[config.mk]
export PLATFORM = sky130hd
export DESIGN_NAME = note_mono_midi_tx_flat
export DESIGN_NICKNAME = d
export VERILOG_FILES = /design/src/rtl/note_mono_midi_tx_if.sv /design/src/rtl/note_mono_midi_tx.sv /design/src/flat_wrapper.sv
export SDC_FILE = /design/constraint.sdc
export NUM_CORES = 1
export LEC_CHECK = 0
export ABC_AREA = 1
export BUFFER_PORTS_ARGS = -buffer_cell sky130_fd_sc_hd__buf_2
export CAP_MARGIN = 20
export CORE_ASPECT_RATIO = 1.2
export CORE_MARGIN = 2
export CORE_UTILIZATION = 55
export DETAILED_ROUTE_END_ITERATION = 8
export PLACE_DENSITY = 0.76
export SYNTH_ARGS = -nofsm -noshare
export SYNTH_HDL_FRONTEND = slang
export SYNTH_SLANG_ARGS = --single-unit
[constraint.sdc]
create_clock -name clk -period 1.7 [get_ports clk]
set_input_delay 0.085 -clock clk [delete_from_list [all_inputs] [get_ports clk]]
set_output_delay 0.085 -clock clk [all_outputs]
set_load 0.01 [all_outputs]
[src/rtl/note_mono_midi_tx_if.sv]
// Byte-stream handshake between the mono note-to-MIDI encoder and the MIDI UART.
// A byte transfers on any clock edge where tx_valid && tx_ready; the master holds
// tx_data/tx_valid stable until that edge, and tx_ready may stall indefinitely.
interface note_mono_midi_tx_if;
    logic [7:0] tx_data;
    logic       tx_valid;
    logic       tx_ready;

    modport master (
        output tx_data,
        output tx_valid,
        input  tx_ready
    );

    modport slave (
        input  tx_data,
        input  tx_valid,
        output tx_ready
    );
endinterface

[src/rtl/note_mono_midi_tx.sv]
// Re-encodes the resolved mono note/gate line as MIDI Note On / Note Off bytes.
// Optional feature: define MIDI_RUNNING_STATUS_EN for running status and 0x9n-vel-0 Note Offs.
module note_mono_midi_tx #(
    parameter logic [6:0] REL_VEL = 7'h40
) (
    input  logic                        clk,
    input  logic                        rst,
    input  logic [6:0]                  in_note,
    input  logic                        in_gate,
    input  logic [6:0]                  velocity,
    input  logic [3:0]                  channel,
    note_mono_midi_tx_if.master         tx,
    output logic                        busy,
    output logic [1:0]                  dbg_state
);

    typedef enum logic [1:0] {
        IDLE   = 2'd0,
        STATUS = 2'd1,
        DATA1  = 2'd2,
        DATA2  = 2'd3
    } state_t;

    state_t     state_q;
    state_t     state_d;

    // What the MIDI OUT receiver currently believes is sounding.
    logic       sent_gate_q;
    logic [6:0] sent_note_q;
    logic       pend_off_q;
    logic [6:0] pend_note_q;

    // Bytes of the message in flight, frozen at message start.
    logic [7:0] status_q;
    logic [6:0] note_q;
    logic [7:0] third_q;

`ifdef MIDI_RUNNING_STATUS_EN
    logic [7:0] last_status_q;
`endif

    logic       start;
    logic       is_on;
    logic       set_pend;
    logic [6:0] msg_note;
    logic [6:0] vel_clamped;
    logic [7:0] msg_status;
    logic [7:0] msg_third;
    logic       skip_status;
    logic       hs;

    // Event priority: queued Note Off, gate rise, legato change, gate fall.
    always_comb begin
        start    = 1'b0;
        is_on    = 1'b0;
        set_pend = 1'b0;
        msg_note = in_note;
        if (pend_off_q) begin
            start    = 1'b1;
            msg_note = pend_note_q;
        end else if (in_gate && !sent_gate_q) begin
            start = 1'b1;
            is_on = 1'b1;
        end else if (in_gate && (in_note != sent_note_q)) begin
            start    = 1'b1;
            is_on    = 1'b1;
            set_pend = 1'b1;
        end else if (!in_gate && sent_gate_q) begin
            start    = 1'b1;
            msg_note = sent_note_q;
        end
    end

    // A zero velocity Note On would read as a Note Off downstream.
    assign vel_clamped = (velocity == 7'd0) ? 7'd1 : velocity;

    always_comb begin
        msg_status  = 8'h00;
        msg_third   = 8'h00;
        skip_status = 1'b0;
`ifdef MIDI_RUNNING_STATUS_EN
        msg_status  = {4'h9, channel};
        msg_third   = is_on ? {1'b0, vel_clamped} : 8'h00;
        skip_status = (msg_status == last_status_q);
`else
        msg_status  = is_on ? {4'h9, channel} : {4'h8, channel};
        msg_third   = is_on ? {1'b0, vel_clamped} : {1'b0, REL_VEL};
`endif
    end

    always_comb begin
        state_d     = state_q;
        tx.tx_valid = (state_q != IDLE);
        tx.tx_data  = 8'h00;
        busy        = (state_q != IDLE);
        hs          = (state_q != IDLE) && tx.tx_ready;
        case (state_q)
            IDLE: begin
                if (start) begin
                    state_d = skip_status ? DATA1 : STATUS;
                end
            end
            STATUS: begin
                tx.tx_data = status_q;
                if (hs) begin
                    state_d = DATA1;
                end
            end
            DATA1: begin
                tx.tx_data = {1'b0, note_q};
                if (hs) begin
                    state_d = DATA2;
                end
            end
            DATA2: begin
                tx.tx_data = third_q;
                if (hs) begin
                    state_d = IDLE;
                end
            end
            default: begin
                state_d = IDLE;
            end
        endcase
    end

    assign dbg_state = state_q;

    always_ff @(posedge clk) begin
        if (rst) begin
            state_q <= IDLE;
        end else begin
            state_q <= state_d;
        end
    end

    // Receiver belief is updated at message start; later input changes collapse.
    always_ff @(posedge clk) begin
        if (rst) begin
            sent_gate_q <= 1'b0;
            sent_note_q <= 7'd0;
            pend_off_q  <= 1'b0;
            pend_note_q <= 7'd0;
            status_q    <= 8'h00;
            note_q      <= 7'd0;
            third_q     <= 8'h00;
        end else if ((state_q == IDLE) && start) begin
            status_q <= msg_status;
            note_q   <= msg_note;
            third_q  <= msg_third;
            if (pend_off_q) begin
                pend_off_q <= 1'b0;
            end else if (is_on) begin
                sent_gate_q <= 1'b1;
                sent_note_q <= in_note;
                if (set_pend) begin
                    pend_off_q  <= 1'b1;
                    pend_note_q <= sent_note_q;
                end
            end else begin
                sent_gate_q <= 1'b0;
            end
        end
    end

`ifdef MIDI_RUNNING_STATUS_EN
    always_ff @(posedge clk) begin
        if (rst) begin
            last_status_q <= 8'h00;
        end else if ((state_q == STATUS) && hs) begin
            last_status_q <= status_q;
        end
    end
`endif

endmodule

[src/flat_wrapper.sv]
// flat-port wrapper written by rule: the top's interface ports become plain ports
module note_mono_midi_tx_flat 
#(
    parameter logic [6:0] REL_VEL = 7'h40
)
  (clk, rst, in_note, in_gate, velocity, channel, busy, dbg_state, tx_tx_data, tx_tx_valid, tx_tx_ready);
  note_mono_midi_tx_if tx_i ();
  input  logic clk;
  input  logic rst;
  input  logic [6:0] in_note;
  input  logic in_gate;
  input  logic [6:0] velocity;
  input  logic [3:0] channel;
  output logic busy;
  output logic [1:0] dbg_state;
  output wire logic [$bits(tx_i.tx_data)-1:0] tx_tx_data;
  output wire logic [$bits(tx_i.tx_valid)-1:0] tx_tx_valid;
  input wire logic [$bits(tx_i.tx_ready)-1:0] tx_tx_ready;
  assign tx_tx_data = tx_i.tx_data;
  assign tx_tx_valid = tx_i.tx_valid;
  assign tx_i.tx_ready = tx_tx_ready;
  note_mono_midi_tx #(.REL_VEL(REL_VEL)) u_core (.clk(clk), .rst(rst), .in_note(in_note), .in_gate(in_gate), .velocity(velocity), .channel(channel), .tx(tx_i), .busy(busy), .dbg_state(dbg_state));
endmodule
* Word level (Yosys, flattened, before mapping)
Cells that the tools add are included. Widths: inputs -> output; s select.
Cells by class: $add $sub $neg 0, multiply operators 0, divide/modulo/power cells 0, magnitude comparators 0, equality and inequality tests 8, shift-type cells 0, multiplexer cells 26, bitwise operators 1, reductions and logical operators 14
Operator list (count):
- $mux 7 | 6
- $pmux 8 s3 | 1
- $mux 1 | 13
- $mux 2 | 4
- $ne 2x1->1 const B | 4
- $pmux 2 s4 | 1
- $reduce_and 4->1 | 2
- $logic_not 7->1 | 1
- $ne 7x7->1 | 1
- $logic_and 1x1->1 | 5
- $mux 5 | 1
- $eq 2x2->1 const B | 2
- $reduce_and 3->1 | 1
- $eq 2x1->1 const B | 1
- $logic_not 1->1 | 2
- $logic_not 2->1 | 1
- $reduce_and 2->1 | 1
- $reduce_bool 2->1 | 1
- $not 1->1 | 1
Storage, ports and cells: flip-flop bits (word level) 41, bits in latches 0, bits in writable memories 0, memory bits (read-only) 0, input bits 22, output and inout bits 12, word-level logic and storage cells 57, memories 0

* Longest topological paths before layout
Gate-level depths: netlist of the first run.
word-level depth 8, mapped depth 12, mapped depth without buffers 11

* Worst setup path before layout of the first run
Ideal clock, no wire load.
path type reg2reg, start point reg u_core.state_q[0], in the netlist u_core.dbg_state[0], end point reg u_core.state_q[1], in the netlist u_core.dbg_state[1], library setup time 0.113 ns, data arrival time 1.479 ns, data required time 1.587 ns, path slack 0.108 ns, stages on the path, launching flop included 11, buffers on the path 1, clock period less this slack 1.592 ns, cell sequence dfxtp_1 inv_1 ha_1 buf_2 clkinv_1 nand2_1 o31ai_1 nand2_1 nand2_1 nand2_1 nor2_1
Between the ends: word-level cells in the longest chain between the ends 4, elaborated cells on any way between the ends 12, those cells by class eq/ne: 7; mux: 1; reduce/logical: 4
Ends and longest elaborated chain:
- start, declared | line note_mono_midi_tx.sv:24 | state_t state_q;
- start signal, assigned | line note_mono_midi_tx.sv:133 | state_q <= state_d;
- $reduce_bool 2->1 *
- via busy | line flat_wrapper.sv:14 | output logic busy;
- $logic_and 1x1->1 * | line note_mono_midi_tx.sv:96 | hs = (state_q != IDLE) && tx.tx_ready;
- $ne 2x1->1 (no source line)
- $reduce_and 4->1 (no source line) *
The timed path passes the listed nets; every way through them passes the cells marked *. A chain may end at the register's enable or synchronous reset.

* Final worst setup path of the first run
start point reg u_core.sent_note_q[4], end point reg u_core.note_q[3]
Between the ends: word-level cells in the longest chain between the ends 6, elaborated cells on any way between the ends 9, those cells by class eq/ne: 1; mux: 6; reduce/logical: 2
Ends and longest elaborated chain:
- start, declared | line note_mono_midi_tx.sv:29 | logic [6:0] sent_note_q;
- start signal, assigned | line note_mono_midi_tx.sv:155 | sent_note_q <= in_note;
- $ne 7x7->1 * | line note_mono_midi_tx.sv:64 | end else if (in_gate && (in_note != sent_note_q)) begin
- $logic_and 1x1->1 * | line note_mono_midi_tx.sv:64
- $mux 1 | line note_mono_midi_tx.sv:64
- $mux 1 | line note_mono_midi_tx.sv:61 | end else if (in_gate && !sent_gate_q) begin
- $mux 1 | line note_mono_midi_tx.sv:58 | if (pend_off_q) begin
- $logic_and 1x1->1 | line note_mono_midi_tx.sv:147 | end else if ((state_q == IDLE) && start) begin
- end signal, assigned | line note_mono_midi_tx.sv:149 | note_q <= msg_note;
- end, declared | line note_mono_midi_tx.sv:35 | logic [6:0] note_q;
Every way passes the cells marked *; elsewhere a longest branch is shown, timed or not.

==> flow_summary.toml, run 1 <==
[synthesis]
avgSynthCellArea_um2 = 6.709
synth_ff_type = "dfxtp_1"
synth.area.top_cells = "dfxtp_1 36%, nand2_1 19%, a21oi_1 5.4%"
synth_cells = 315
synth_compound_area_share_pct = 15.16
mappedNetlistArea_um2 = 2113
synth_fa_ha_area_share_pct = 2.368
synth_warnings = 0
synth.area.mux_share_pct = 0
yosysSeqAreaShare_pct = 36.00
synth_xor_area_share_pct = 0
synth.top_cell.area_share_pct = 36.00
yosys.area.top_type = "dfxtp_1"
synth_top_family_by_area = "simple AND/OR/NAND/NOR gates"
synthTopCellsByCount = "108 x nand2_1, 38 x dfxtp_1, 30 x inv_1"
ys_async_sr_fraction_pct = 0
synth_cell_types = 28
synth-edff-count = 0
synth-simple-area-share_pct = 35.58
synthMostInstantiatedCell = "nand2_1"
syn_nets = 341
ys_ff_latch = 38

[routing]
drtIter0Drc = 108
route.detailed.drc = 0
detail-route-antenna-nets = 0
via_per_inst = 5.141
routed_wl_um = 5139
first_pass_iters = 4
wl_per_cell_um = 12.53
vias = 2108

[power]
combPwrFrac_pct = 47.3
pwr-share-clk_pct = 19.3
internal_power_w = 0.002326
power_leakage_nw = 1.208
p_per_area_nw_per_um2 = 1540
seq_power_share_pct = 33.4
fin_total_pwr_w = 0.003986
power_switching_w = 0.001660
switching_share_pct = 41.63
vdd_drop_max_mv = 0.7886

[run_status]
status = "finished, final reports clean"

[setup_path]
startpoint_type = "register"
cp_data_required_time_ps = 1930
crit_path_top_delay_cell = "dfxtp_4"
path_cells = "inv_2 -> nand2_1 -> nand2_1 -> nor2_1 -> nand2_1 -> o21bai_4 -> nand3_4 -> nand2_4 -> nand2_1 -> a21oi_1"
crit_path_end_kind = "register"
slowest_delay_ps = 380
cp.arrival_ps = 1840
critical_path_class = "reg -> reg"
cp_max_fo = 9
cp_common_cell = "nand2_1"

[sta]
worst_slew_pin_slew_ps = 459.6
fin_crit_sh_pct = 95.13
hold_viol = 0
final-setup-viol-count = 0
finalCriticalPeriod_ps = 1617
max_freq_ghz = 0.6184
slew_viol_final = 0
skew_ps = 8.701
tns_ps = 0
max_slew_margin_pct = 69.10
fin_ws_ps = 82.85

[die]
coreArea_um2 = 3664
die-width_um = 60.59
die_y_um = 71.90
row_count = 24
pin_count = 34
dieArea_um2 = 4356
start_util_pct = 57.68

[flow_run]
maxCapViolCount = 0

[placement]
dp.cells = 395
io_buffers = 33
post-place-ws_ps = 84.20
placement.cell_area_um2 = 2331
gp_congestion = 0.8314
place_hpwl_um = 3333

[grt]
grt_use_total_pct = 23.53
grt_pass1_wl_um = 7700
gr-total-overflow = 0
antenna_found_initial = 0
grt_max_degree = 29
grt_pass1_vias = 1761

[clock_tree]
ctsHtreeMaxLevel = 2
cts.clk_slew.worst_paths_ps = 80
root_buffer = "clkbuf_8"
clock_path_buffers = 2
clock-sinks = 38
clk_latency_ps = 300
numCtsBuffers = 5
tritoncts = "done"
holdBufCountCts = 0

[min_path]
hold_class = "in -> reg"

[cells_and_area]
area_growth_pct = 22.50
finish.instance_area_um2 = 2589
fin_nets = 383
layout-drive-gt1-share_pct = 27.93
layout.cells.non_filler = 410
diodes = 0
[registers in the layout, summed over array words and instances, names as in the netlist]
| signal | count |
|---|---|
| u_core.status_q | 6 |
| u_core.sent_note_q | 7 |
| u_core.third_q | 7 |
| u_core.sent_gate_q | 1 |
| u_core.dbg_state | 2 |
| u_core.pend_off_q | 1 |
| u_core.pend_note_q | 7 |
| u_core.note_q | 7 |
[metrics by stage]
step	utilization (%)	hold WS [ps]
after floorplan	-	229.6
after global placement	63.63	357.9
after detailed placement	63.63	364.7
after CTS	66.67	45.39
after global routing	70.66	54.24
final	70.66	44.31
[worst paths after layout]
kind                                       from                            endpoint  slack [ps]  depth (start not counted)
max          u_core.sent_note_q[4]$_SDFFE_PP0P_       u_core.note_q[3]$_SDFFE_PP0P_          80                         10
min                                  in_note[6]  u_core.sent_note_q[6]$_SDFFE_PP0P_          40                          3
max reg2reg  u_core.sent_note_q[4]$_SDFFE_PP0P_       u_core.note_q[3]$_SDFFE_PP0P_          80                         10
min reg2reg     u_core.status_q[7]$_SDFFE_PP0P_     u_core.status_q[7]$_SDFFE_PP0P_         450                          2
[metal layers]
metal / up-vias / routed length, µm / global-route usage [%]
met2: 58 / 2543 / 37.87
met4: 0 / 88 / 8.696
met5: - / 0 / 0
met3: 9 / 283 / 5.348
li1: 1077 / - / -
met1: 964 / 2223 / 30.50
[logic make-up after synthesis]
logic type | count (synthesis)
AO/OA/AOI/OAI | 50
AND/OR/NAND/NOR | 171
flip-flops | 38
adder cells (fa/ha/maj) | 4
buffers and inverters | 52
[what timing repair did]
item | 4_1_cts | 5_1_grt
setup endpoints to repair | 5 | 38
pin swaps | 0 | 5
setup buffers | 0 | 5
cloned | 0 | 2
resized for setup | 1 | 20
[critical path: cells and delay by family (launching register included)]
kind                   cells  cell delay (ps)
AND/OR/NAND/NOR            7              770
AO/OA/AOI/OAI              2              350
buffers and inverters      1               30
flip-flops                 1              380
[power groups by stage]
stage | clock network (W) | logic [W] | registers, W
floorplan | 0 | 0.00129 | 0.00129
global route | 0.000812 | 0.00210 | 0.00136
global placement | 0 | 0.00162 | 0.00132
detailed placement | 0 | 0.00164 | 0.00133
CTS | 0.000774 | 0.00166 | 0.00131
finish | 0.000769 | 0.00189 | 0.00133
[cells in the final DEF, fill, tap and decap left out, types with 4 or more instances in the layout]
cell	n
a21oi_1	22
clkbuf_8	5
nand2_2	10
o21a_1	7
o21ai_0	8
nand3_1	18
nor2_1	23
nand4_1	6
dfxtp_2	5
buf_2	33
nand2_1	107
a21oi_2	10
dfxtp_1	31
buf_4	14
inv_2	4
inv_1	29
[cell type report]
type	count	area (µm²)
inverters	36	138.9
well taps	52	65.06
flip-flops and latches	38	774.5
fillers	333	1075
clock inverters	3	40.04
repair buffers	49	301.5
multi-input cells	227	1200
clock buffers	5	68.82
(Power assumes the default switching activity.)
==> inputs of run 2 (changes only) <==
--- a/config.mk
+++ b/config.mk
@@ -12,6 +12,7 @@
 export CORE_MARGIN = 2
 export CORE_UTILIZATION = 55
 export DETAILED_ROUTE_END_ITERATION = 8
+export HOLD_SLACK_MARGIN = 0.06
 export PLACE_DENSITY = 0.76
 export SYNTH_ARGS = -nofsm -noshare
 export SYNTH_HDL_FRONTEND = slang
==> constraint.sdc (replaced) <==
create_clock -name clk -period 1.66 [get_ports clk]
set_input_delay 0.083 -clock clk [delete_from_list [all_inputs] [get_ports clk]]
set_output_delay 0.083 -clock clk [all_outputs]
set_load 0.01 [all_outputs]
==> run 2 against run 1 <==
The flow now finishes with violations (negative setup slack). Final area grew 8.5%. Worst hold slack gained 24 ps. Utilization grew 6.0 points. Sequential power is essentially flat. Combinational power grew 21%. Die area is the same. Routed wire length grew 5.9%. Largest power group unchanged. Maximum frequency shrank 4.4%.
==> flow_summary.toml, run 2 (same netlist as run 1, synthesis figures left out) <==
[die]
die_y_um = 71.90
start_util_pct = 57.68
pin_count = 34
dieArea_um2 = 4356
die-width_um = 60.59
row_count = 24
coreArea_um2 = 3664

[sta]
max_slew_margin_pct = 74.63
rsz0062_at_grt = "true"
fin_ws_ps = -32.10
slew_viol_final = 0
hold_viol = 0
final-setup-viol-count = 8
timing.hold.ws_ps = 68.50
fin_crit_sh_pct = 101.9
finalCriticalPeriod_ps = 1692
skew_ps = 9.266
max_freq_ghz = 0.5910
worst_slew_pin_slew_ps = 380.6

[cells_and_area]
mostFrequentLayoutCells = "105 x nand2_1, 33 x buf_2, 31 x dfxtp_1"
layout-drive-gt1-share_pct = 30.89
area_growth_pct = 32.92
fin_nets = 394
final_common_cell = "nand2_1"
layout.cells.non_filler = 421
postLayoutCoreUtil_pct = 76.67
diodes = 0

[clock_tree]
ctsHtreeMaxLevel = 2
numCtsBuffers = 5
tritoncts = "done"
cts.clk_slew.worst_paths_ps = 80
clock-sinks = 38
clock_path_buffers = 2
root_buffer = "clkbuf_8"
clk_latency_ps = 300

[grt]
antenna_found_initial = 0
grt_max_degree = 29
grt_use_total_pct = 24.37
grt_pass1_wl_um = 7983
grt_pass1_vias = 1849
gr-total-overflow = 0

[power]
p_per_area_nw_per_um2 = 1575
power_leakage_nw = 1.306
vdd_drop_max_mv = 0.7626
fin_total_pwr_w = 0.004423

[placement]
io_buffers = 33
dp.cells = 395
place_hpwl_um = 3223
post-place-ws_ps = 39.05
gp_congestion = 0.8237

[routing]
route.detailed.drc = 0
detail-route-antenna-nets = 0
drtIter0Drc = 99
first_pass_iters = 4
via_per_inst = 5.116
wl_per_cell_um = 12.93
vias = 2154
routed_wl_um = 5444

[setup_path]
worst_r2r_path_depth = 11
cp_max_fo = 8
cp_data_required_time_ps = 1830
crit_path_end_kind = "register"
critical_path_class = "reg -> reg"
startpoint_type = "register"
cp.arrival_ps = 1870

[run_status]
status = "finished with violations"
violations = "negative setup slack"

[min_path]
min_path_cells = 3
hold_class = "in -> reg"

[flow_run]
maxCapViolCount = 0
==> run 2: cell type report <==
type | count | area (µm²)
clock buffer | 5 | 68.82
clock inverter | 3 | 40.04
fill | 301 | 854.6
inverter | 36 | 138.9
multi-input combinational | 227 | 1260
sequential | 38 | 777.0
tap | 52 | 65.06
timing repair buffer | 60 | 459.2
==> run 2: what timing repair did <==
action                     in CTS  in global routing
hold buffers                    7                  3
resized for setup               4                 32
setup endpoints to repair       5                 40
pin swaps                       1                 10
buffers inserted                0                  5
cloned                          1                  2
hold endpoints to repair        7                  3
==> run 2: worst max-delay path: stages (launching register included) <==
cell        delay, ps
dfxtp_4           370
inv_2              40
nand2_2            40
nand2_1            50
nor2_1            110
nand2_1           110
o21bai_4          210
nand2_2           110
nand3_4           120
clkinvlp_4        230
nand2_2           130
a21oi_2            50
==> run 2: per-stage QoR <==
step	TNS, ps	cell area [µm²]
after floorplan	0	2113
final	-188.9	2809
after CTS	0	2567
after global routing	-2298	2809
after global placement	0	2344
after detailed placement	0	2344
==> run 2: metal layers <==
metal	track usage (%)	wire length [µm]
met5	0	0
met4	8.454	121
met3	5.348	270
met2	41.34	2739
met1	29.97	2313
==> run 2: path summary, 6_finish.rpt <==
kind                                                          from                                 end  slack [ps]
worst max-delay path            u_core.sent_note_q[2]$_SDFFE_PP0P_  u_core.sent_note_q[1]$_SDFFE_PP0P_         -30
worst min-delay path                                    channel[3]     u_core.status_q[3]$_SDFFE_PP0P_          70
worst max register to register  u_core.sent_note_q[2]$_SDFFE_PP0P_  u_core.sent_note_q[1]$_SDFFE_PP0P_         -30
worst min register to register     u_core.status_q[7]$_SDFFE_PP0P_     u_core.status_q[7]$_SDFFE_PP0P_         460
==> run 2: report_power, final <==
part           total [W]  internal [W]  switching [W]
Clock           0.000787      0.000442       0.000344
Sequential       0.00136       0.00118       0.000175
Combinational    0.00228      0.000981        0.00130
Total            0.00442       0.00260        0.00182
==> inputs of run 3 (changes only) <==
--- a/config.mk
+++ b/config.mk
@@ -11,6 +11,7 @@
 export CORE_ASPECT_RATIO = 1.2
 export CORE_MARGIN = 2
 export CORE_UTILIZATION = 55
+export CTS_CLUSTER_DIAMETER = 100
 export DETAILED_ROUTE_END_ITERATION = 8
 export HOLD_SLACK_MARGIN = 0.06
 export PLACE_DENSITY = 0.76
==> constraint.sdc (replaced) <==
create_clock -name clk -period 2.19 [get_ports clk]
set_input_delay 0.1095 -clock clk [delete_from_list [all_inputs] [get_ports clk]]
set_output_delay 0.1095 -clock clk [all_outputs]
set_load 0.01 [all_outputs]
==> run 3 against run 2 <==
Sequential cell count unchanged. Worst setup slack better by 300 ps. Final area down 14%. The flow now finishes without violations. Largest cell class unchanged. Routed wire length down 14%. Critical endpoint is now tx_tx_data[0]. Sequential share of layout area up 3.8 points. Clock power down 7.9%. Utilization down 11 points. Total power down 34%.
==> flow_summary.toml, run 3 (same netlist as run 1, synthesis figures left out) <==
[power]
vdd_drop_max_mv = 0.7200
power_leakage_nw = 1.147
p_per_area_nw_per_um2 = 1217

[grt]
grt_pass1_vias = 1725
grt_max_degree = 29
grt_pass1_wl_um = 7762
gr-total-overflow = 0
antenna_found_initial = 0
grt_use_total_pct = 23.45

[clock_tree]
ctsHtreeMaxLevel = 2
numCtsBuffers = 5
cts_repair_resize_count = 0
clk_latency_ps = 300
clock-sinks = 38
root_buffer = "clkbuf_8"
tritoncts = "done"
holdBufCountCts = 0
cts_setup_buffers = 0
clock_path_buffers = 2
cts.clk_slew.worst_paths_ps = 80

[placement]
placement.cell_area_um2 = 2278
place_hpwl_um = 3287
post-place-ws_ps = 387.1
gp_congestion = 0.8376
io_buffers = 33

[setup_path]
startpoint_type = "register"
critical_path_class = "reg -> out"
cp_max_fo = 9
crit_path_end_kind = "output port"
critPathBufInv = 4
crit_path_top_delay_cell = "ha_1"
cp_common_cell = "inv_1"
cp.arrival_ps = 1810
path_cells = "inv_1 -> ha_1 -> clkinv_1 -> nand2_1 -> inv_1 -> buf_2"
slowest_delay_ps = 370
cp_data_required_time_ps = 2080
cp_top_family = "buffers and inverters"

[sta]
max_slew_margin_pct = 71.36
fin_crit_sh_pct = 87.72
max_freq_ghz = 0.5206
final-setup-viol-count = 0
tns_ps = 0
slew_viol_final = 0
worst_slew_pin_slew_ps = 428.6
hold_viol = 0
rsz0062_at_grt = "false"
finalCriticalPeriod_ps = 1921
fin_ws_ps = 269.0
skew_ps = 11.40

[run_status]
status = "finished, final reports clean"

[min_path]
hold_class = "in -> reg"

[cells_and_area]
postLayoutCoreUtil_pct = 65.95
finish.instance_area_um2 = 2416
fill_cells = 370
diodes = 0
mostFrequentLayoutCells = "108 x nand2_1, 38 x dfxtp_1, 33 x buf_2"
fin_nets = 369
area_growth_pct = 14.33
final_common_cell = "nand2_1"
layout-drive-gt1-share_pct = 21.22

[routing]
first_pass_iters = 4
route.detailed.drc = 0
detail-route-antenna-nets = 0
via_per_inst = 5.023
drtIter0Drc = 133
wl_per_cell_um = 11.88
routed_wl_um = 4703
vias = 1989

[die]
pin_count = 34
die-width_um = 60.59
die_y_um = 71.90
dieArea_um2 = 4356
row_count = 24
start_util_pct = 57.68
coreArea_um2 = 3664

[flow_run]
maxCapViolCount = 0
## run 3: through the flow
step / instances / hold WS, ps / power (W)
final: 396 / 72.55 / 0.002940
after global routing: 396 / 78.17 / 0.003155
after CTS: 396 / 67.60 / 0.002956
after detailed placement: 388 / 387.2 / 0.002221
after global placement: 388 / 382.0 / 0.002201
after floorplan: 315 / 254.1 / 0.002008
## run 3: path summary, 6_finish.rpt
path | from | to | slack, ps | depth (start not counted)
min | in_note[6] | u_core.sent_note_q[6]$_SDFFE_PP0P_ | 70 | 3
max | u_core.dbg_state[1]$_SDFFE_PP0P_ | tx_tx_data[0] | 270 | 6
min reg2reg | u_core.status_q[7]$_SDFFE_PP0P_ | u_core.status_q[7]$_SDFFE_PP0P_ | 460 | 2
max reg2reg | u_core.dbg_state[1]$_SDFFE_PP0P_ | u_core.dbg_state[1]$_SDFFE_PP0P_ | 400 | 9
## run 3: cell type report
class | count | area [µm²] | area share [%]
multi-input combinational | 225 | 1122 | 46.45
sequential | 38 | 760.7 | 31.49
timing repair buffer | 37 | 195.2 | 8.079
inverter | 36 | 135.1 | 5.593
clock buffer | 5 | 68.82 | 2.848
clock inverter | 3 | 68.82 | 2.848
tap | 52 | 65.06 | 2.693
## run 3: layer usage
metal | vias to the layer above | GRT usage [%] | share of wire (%)
met5 | - | 0 | 0
met4 | 0 | 8.937 | 1.4
met3 | 9 | 5.169 | 5.2
met2 | 51 | 38.83 | 47
met1 | 885 | 29.33 | 46
li1 | 1044 | - | -
## run 3: tightest hold or removal path, stage by stage
cell,delay [ps]
buf_2,110
nand2_1,60
a21oi_1,50
## run 3: power by group
| group | internal, W | leakage (nW) | switching, W |
|---|---|---|---|
| Combinational | 0.000423 | 0.766 | 0.000776 |
| Sequential | 0.000884 | 0.313 | 0.000133 |
| Clock | 0.000457 | 0.0683 | 0.000268 |
